## src/rtl/fft_pkg.sv

```systemverilog
// Shared types and lane-pairing helpers for the radix-2 butterfly datapath.
// Used by fft_bfly_core and fft_bfly_r2_pipe.
package fft_pkg;

  localparam int IN_W_DEF  = 13;
  localparam int OUT_W_DEF = IN_W_DEF + 1;

  typedef logic signed [IN_W_DEF-1:0]  smp_in_t;
  typedef logic signed [OUT_W_DEF-1:0] smp_out_t;

  // Lane k is in the upper (difference) half of its group.
  function automatic bit is_diff_lane(int k, int stride);
    return (k % (2 * stride)) >= stride;
  endfunction

  // Partner lane of k within its group of 2*stride lanes.
  function automatic int pair_lane(int k, int stride);
    return is_diff_lane(k, stride) ? k - stride : k + stride;
  endfunction

  // Difference lanes in the upper half of their span take the -j rotation.
  function automatic bit rot_lane(int k, int stride);
    return (stride > 1) && is_diff_lane(k, stride) &&
           (((k % (2 * stride)) - stride) >= stride / 2);
  endfunction

endpackage

```

## src/rtl/fft_bfly_core.sv

```systemverilog
// Combinational radix-2 sum/difference across all lanes.
// Lower half of each group gets sums, upper half gets differences.
module fft_bfly_core
  import fft_pkg::*;
#(
  parameter  int IN_W   = IN_W_DEF,
  parameter  int LANES  = 16,
  parameter  int STRIDE = 4,
  localparam int OUT_W  = IN_W + 1
) (
  input  logic [LANES*IN_W-1:0]  x_re,
  input  logic [LANES*IN_W-1:0]  x_im,
  output logic [LANES*OUT_W-1:0] y_re,
  output logic [LANES*OUT_W-1:0] y_im
);

  for (genvar k = 0; k < LANES; k++) begin : g_lane
    localparam int PL = pair_lane(k, STRIDE);
    localparam bit DF = is_diff_lane(k, STRIDE);
    localparam int LO = DF ? PL : k;
    localparam int HI = DF ? k : PL;

    logic [OUT_W-1:0] lo_re;
    logic [OUT_W-1:0] lo_im;
    logic [OUT_W-1:0] hi_re;
    logic [OUT_W-1:0] hi_im;

    assign lo_re = {x_re[LO*IN_W+IN_W-1], x_re[LO*IN_W +: IN_W]};
    assign lo_im = {x_im[LO*IN_W+IN_W-1], x_im[LO*IN_W +: IN_W]};
    assign hi_re = {x_re[HI*IN_W+IN_W-1], x_re[HI*IN_W +: IN_W]};
    assign hi_im = {x_im[HI*IN_W+IN_W-1], x_im[HI*IN_W +: IN_W]};

    if (DF) begin : g_diff
      assign y_re[k*OUT_W +: OUT_W] = lo_re - hi_re;
      assign y_im[k*OUT_W +: OUT_W] = lo_im - hi_im;
    end else begin : g_sum
      assign y_re[k*OUT_W +: OUT_W] = lo_re + hi_re;
      assign y_im[k*OUT_W +: OUT_W] = lo_im + hi_im;
    end
  end

endmodule

```

## src/rtl/fft_bfly_r2_pipe.sv

```systemverilog
// Two-stage radix-2 butterfly with -j rotation, handshake and framing.
// Optional FFT_BFLY_SCALE_EN adds per-beat scale_half rounding.
module fft_bfly_r2_pipe
  import fft_pkg::*;
#(
  parameter  int IN_W        = IN_W_DEF,
  parameter  int LANES       = 16,
  parameter  int STRIDE      = 4,
  parameter  int FRAME_BEATS = 32,
  localparam int OUT_W       = IN_W + 1
) (
  input  logic                   clk,
  input  logic                   rstn,
  input  logic                   in_valid,
  output logic                   in_ready,
  input  logic                   in_sof,
  input  logic [LANES*IN_W-1:0]  in_real,
  input  logic [LANES*IN_W-1:0]  in_imag,
  input  logic                   rot_en,
`ifdef FFT_BFLY_SCALE_EN
  input  logic                   scale_half,
`endif
  output logic                   out_valid,
  input  logic                   out_ready,
  output logic                   out_sof,
  output logic                   out_eof,
  output logic [LANES*OUT_W-1:0] out_real,
  output logic [LANES*OUT_W-1:0] out_imag,
  output logic                   frame_err,
  input  logic                   err_clr
);

  localparam int CW = $clog2(FRAME_BEATS);
  localparam int LW = LANES * OUT_W;
  localparam logic [CW-1:0] LAST = CW'(FRAME_BEATS - 1);

  logic          s1_valid;
  logic [LW-1:0] s1_re;
  logic [LW-1:0] s1_im;
  logic          s1_rot;
  logic          s1_sof;
  logic          s1_eof;
`ifdef FFT_BFLY_SCALE_EN
  logic          s1_scale;
`endif

  logic [CW-1:0] beat_cnt;
  logic [CW-1:0] beat_idx;
  logic          s2_load;
  logic          s1_load;
  logic          in_fire;
  logic          err_set;
  logic [LW-1:0] core_re;
  logic [LW-1:0] core_im;
  logic [LW-1:0] s2_re;
  logic [LW-1:0] s2_im;

  assign s2_load  = !out_valid || out_ready;
  assign s1_load  = !s1_valid || s2_load;
  assign in_ready = s1_load;
  assign in_fire  = in_valid && s1_load;
  assign beat_idx = in_sof ? '0 : beat_cnt;
  assign err_set  = in_fire &&
                    (in_sof ? (beat_cnt != '0) : (beat_cnt == '0));

  fft_bfly_core #(
    .IN_W   (IN_W),
    .LANES  (LANES),
    .STRIDE (STRIDE)
  ) u_core (
    .x_re (in_real),
    .x_im (in_imag),
    .y_re (core_re),
    .y_im (core_im)
  );

`ifdef FFT_BFLY_SCALE_EN
  function automatic logic [OUT_W-1:0] half_rnd(
    input logic [OUT_W-1:0] v
  );
    logic [OUT_W:0] t;
    t = {v[OUT_W-1], v} + (OUT_W+1)'(1);
    return t[OUT_W:1];
  endfunction
`endif

  // Stage 2 next value: rotate upper difference lanes, then scale.
  always_comb begin
    s2_re = s1_re;
    s2_im = s1_im;
    for (int k = 0; k < LANES; k++) begin
      if (s1_rot && rot_lane(k, STRIDE)) begin
        s2_re[k*OUT_W +: OUT_W] = s1_im[k*OUT_W +: OUT_W];
        s2_im[k*OUT_W +: OUT_W] = -s1_re[k*OUT_W +: OUT_W];
      end
`ifdef FFT_BFLY_SCALE_EN
      if (s1_scale) begin
        s2_re[k*OUT_W +: OUT_W] = half_rnd(s2_re[k*OUT_W +: OUT_W]);
        s2_im[k*OUT_W +: OUT_W] = half_rnd(s2_im[k*OUT_W +: OUT_W]);
      end
`endif
    end
  end

  // Stage 1: capture sums/differences with beat attributes.
  always_ff @(posedge clk or negedge rstn) begin
    if (!rstn) begin
      s1_valid <= 1'b0;
      s1_re    <= '0;
      s1_im    <= '0;
      s1_rot   <= 1'b0;
      s1_sof   <= 1'b0;
      s1_eof   <= 1'b0;
`ifdef FFT_BFLY_SCALE_EN
      s1_scale <= 1'b0;
`endif
    end else if (s1_load) begin
      s1_valid <= in_valid;
      if (in_fire) begin
        s1_re  <= core_re;
        s1_im  <= core_im;
        s1_rot <= rot_en;
        s1_sof <= (beat_idx == '0);
        s1_eof <= (beat_idx == LAST);
`ifdef FFT_BFLY_SCALE_EN
        s1_scale <= scale_half;
`endif
      end
    end
  end

  // Frame position and sticky framing error; set beats clear.
  always_ff @(posedge clk or negedge rstn) begin
    if (!rstn) begin
      beat_cnt  <= '0;
      frame_err <= 1'b0;
    end else begin
      if (in_fire)
        beat_cnt <= (beat_idx == LAST) ? '0 : beat_idx + CW'(1);
      if (err_set)
        frame_err <= 1'b1;
      else if (err_clr)
        frame_err <= 1'b0;
    end
  end

  // Stage 2: output registers, held while downstream stalls.
  always_ff @(posedge clk or negedge rstn) begin
    if (!rstn) begin
      out_valid <= 1'b0;
      out_real  <= '0;
      out_imag  <= '0;
      out_sof   <= 1'b0;
      out_eof   <= 1'b0;
    end else if (s2_load) begin
      out_valid <= s1_valid;
      if (s1_valid) begin
        out_real <= s2_re;
        out_imag <= s2_im;
        out_sof  <= s1_sof;
        out_eof  <= s1_eof;
      end
    end
  end

endmodule

```

## config.mk

```make
export PLATFORM = sky130hd
export DESIGN_NAME = fft_bfly_r2_pipe
export DESIGN_NICKNAME = d
export VERILOG_FILES = /design/src/rtl/fft_pkg.sv /design/src/rtl/fft_bfly_core.sv /design/src/rtl/fft_bfly_r2_pipe.sv
export SDC_FILE = /design/constraint.sdc
export NUM_CORES = 2
export LEC_CHECK = 0
export ABC_AREA = 0
export CORE_AREA = 2 2 345 347
export CTS_BUF_LIST = sky130_fd_sc_hd__clkbuf_8
export CTS_CLUSTER_DIAMETER = 100
export DETAILED_ROUTE_END_ITERATION = 8
export DIE_AREA = 0 0 347 349
export PLACE_DENSITY = 0.7
export SLEW_MARGIN = 10
export SYNTH_ARGS = -nofsm -noshare
export SYNTH_HDL_FRONTEND = slang
export SYNTH_SLANG_ARGS = --single-unit
```

## constraint.sdc

```tcl
create_clock -name clk -period 2 [get_ports clk]
set_input_delay 0.2 -clock clk [delete_from_list [all_inputs] [get_ports clk]]
set_output_delay 0.2 -clock clk [all_outputs]
set_load 0.01 [all_outputs]
```

==> impl_results.md <==
- Mapped Cells: around 6300
- Design area: around 75000 µm²
- Leakage power: 38.3 nW
- Dpl cells: around 9500
- Synthesis Warnings: 0
- R2R setup slack: about 17 ps
- Worst Tran Pin Value: between 600 and 700 ps
- Sequential fraction of the synthesis area: ~41%
- WL final: 190000 µm
- Starting density of the core: 45.7%
- Bufs and invs on worst path: 1
- Area delta synth->final: 40.0%
- PnR worst setup slack: between 15 and 20 ps
- Clock period minus worst slack: about 2000 ps
- Final setup vio count: 0
- Critical path launch point type: flip-flop
- Avg Synthesized Cell Area: between 8 and 9 µm²
- Routed Antenna Nets: 0
- Final Cycle Share: between 90% and 100%
- Clk buf depth: 3
- Worst path slowest cell: or4_4
- Detailed placer's ending HPWL: roughly 150000 µm
- Top Ports: slightly below 900
- Routed vias/inst: ~5.2
- Critical path class: reg2reg
- Min Hold Slack: roughly 85 ps
- GR Util All Layers: 31.0%
- Pre-Repair DR Iteration Count: 7
- Non-Filler Instances: slightly below 10000
- Register bit total from synthesis: approximately 890
- Critical Path RT: 2710 ps
- H-Tree Depth: 4
- Initial antenna violation count: 30
- Worst min-delay path class: in2reg
- CP top delay family: simple AND/OR/NAND/NOR gates
- Path depth of the worst reg2reg path: 6
- Int Pwr: 42.4 mW
- Power share of the clock group: around 27%
- Crit-path cells: or4_4, or3_4, nor3_2, buf_4, xor2_2, o21ai_0
- Top routing layer in use: met5
- Clk sinks: between 800 and 900
- Worst setup EP type: flip-flop
- Gr ovfl total: 0
- Highest clock rate: approximately 0.50 GHz
- Total CTS buffers: approximately 160
- First-pass GRT wire length: a little under 300000 µm
- Min-delay src: in_imag[195]
- NetSw: 23.5 mW
- Chip Height: approximately 350 µm
- RR Startpoint: s1_re[106]
- Layout Nets: ~9000
- Net count after synthesis: roughly 7000
- Slew HR: a little over half
- Initial DRC Count: approximately 3200
- Post-synthesis async set-or-reset flop share: between 90% and 100%
- Vias in the first global route: 51085
- Pre-CTS setup slack: -876 ps
- WL/cell: 19.4 µm
- Count of cell types in the netlist: between 80 and 90
- Crit Path Max Fanout: 2
- Share of layout cells above drive strength 1: 17.9%
- Core area: ~120000 µm²
- Vias post-DR: 51115
- Hold Crit Depth: 3
- Met2 WL: roughly 89000 µm
- Status: completed
- CTS tree: done
- Commonest non-fill, non-tap cells in the layout: nand2_1, buf_4, dfrtp_1
- Crit path largest cell delay: around 540 ps
- Worst Path Arrival: approximately 2700 ps
- Sw Share: between 30% and 40%
- Chip width: between 300 and 400 µm
- Skew-Pair Late Insertion Delay: 870 ps
- CTS root buffer: clkbuf_8
- Area post-placement: about 72000 µm²
- Number of flops mapped to enable cells by yosys: 0
- Max IR drop VDD: about 0.62 mV
- CTS clk-pin slew, worst paths: 60 ps
- Clock Skew: between 40 and 50 ps
- Power per Cell Area: slightly below 900 nW/µm²
- Number of port buffers: between 800 and 900
- MaxCap Viol Count: 0
- Worst Hold End: s1_im[154]
- # DRC: 0
- Routed wl met3: 12500 µm
- Part of the power in registers: 38.7%
- Post-Syn Area: between 50000 and 60000 µm²
- Wl on met1: between 80000 and 90000 µm
- Logic pwr share: approximately 34%
- Pwr Total: 65.9 mW
- Final Hold Viols: 0
- Unrepaired setup endpoints after global routing: true
- Die area: 121000 µm²
- Slew Limit Fails: 0
- Commonest register cell after synthesis: dfrtp_1
- Num rows: approximately 130
- Commonest non-fill, non-tap cell in the layout: nand2_1
- Largest net degree at the start of global routing: 81
- Reg2reg end: out_imag[111]
- RePlAce Congestion: approximately 1
-- registers in the layout, indices dropped and copies added, names as in the netlist --
name	flops
s1_im	216
s1_re	216
out_sof	1
out_eof	1
out_valid	1
beat_cnt	5
s1_sof	1
frame_err	1
s1_rot	1
s1_valid	1
out_real	220
out_imag	220
s1_eof	1
-- cells in the mapped netlist (51+ instances only) --
cell type	number	area share [%]
nand2_1	1611	11
dfrtp_1	885	41
o21ai_0	567	5.3
ha_1	423	9.9
inv_1	417	2.9
nor2_1	294	2.1
a21oi_1	272	2.5
clkbuf_1	241	1.7
xnor2_1	229	3.7
nor3_1	109	1.0
mux2i_1	107	2.0
xor2_1	76	1.2
buf_2	70	0.65
a21o_1	68	0.95
nand2b_1	68	0.79
a31oi_1	67	0.78
nor2b_1	61	0.71
or3_1	59	0.69
nand3_1	58	0.54
o31ai_1	56	0.78
a211oi_1	51	0.71
-- logic make-up after synthesis --
group / share of synthesized area [%]
buffers and inverters: 5.59
adders and majority gates: 11.1
DFF: 41.2
xor gates and xnor gates: 4.98
and+or+nand+nor: 18.8
muxes: 2.20
AOI/OAI and AO/OA: 16.2
-- what timing repair did --
item / 4_1_cts / 5_1_grt
pin swaps: 1 / 8
cloned: 0 / 1
buffers inserted: 4 / 6
hold endpoints to repair: 888 / 0
resized for setup: 474 / 33
setup endpoints to repair: 456 / 23
hold buffers: 5 / 0
-- through the flow --
stage,utilization (%),TNS (ps)
CTS,63.8,-1.56
detailed placement,61.3,-156170
global placement,61.3,-144920
floorplan,-,-244
global route,64.0,-105
finish,64.0,0
-- power groups by stage --
stage / clock network [mW] / registers (mW) / logic, mW
floorplan: 0 / 25.8 / 9.63
global placement: 0 / 25.7 / 23.4
detailed placement: 0 / 25.7 / 23.8
CTS: 18.4 / 25.4 / 22.3
global route: 19.3 / 25.9 / 24.5
finish: 18.1 / 25.5 / 22.3
-- area by class of cell --
| type | count | area (µm²) |
|---|---|---|
| Antenna cell | 18 | 45.0 |
| Clock buffer | 197 | 2710 |
| Fill cell | 10211 | 42300 |
| Multi-Input combinational cell | 4669 | 28900 |
| Clock inverter | 87 | 643 |
| Tap cell | 1536 | 1920 |
| Inverter | 418 | 1610 |
| Sequential cell | 885 | 22200 |
| Timing Repair Buffer | 1990 | 17200 |
-- worst max-delay path by stage --
stage / from / to / slack [ps] / cells after the start
6_report: s1_re[106] / out_imag[111] / 20 / 6
5_1_grt: s1_re[106] / out_imag[111] / -100 / 6
4_1_cts: s1_valid / in_ready / -2 / 3
3_5_place_dp: in_imag[182] / s1_im[152] / -880 / 10
3_3_place_gp: in_real[143] / s1_re[164] / -790 / 10
2_1_floorplan: in_real[13] / s1_re[82] / -60 / 10
-- metal layers --
metal | GRT usage (%) | vias up
met4 | 14.5 | 24
li1 | - | 24862
met3 | 7.21 | 361
met1 | 39.2 | 24438
met5 | 0 | -
met2 | 50.4 | 1430
-- worst reg2reg max path: stages, from the launching register on --
cell and delay, ps:
dfrtp_1 380, or4_4 540, or3_4 350, nor3_2 180, buf_4 160, xor2_2 130
o21ai_0 80
(Power assumes the default switching activity.)
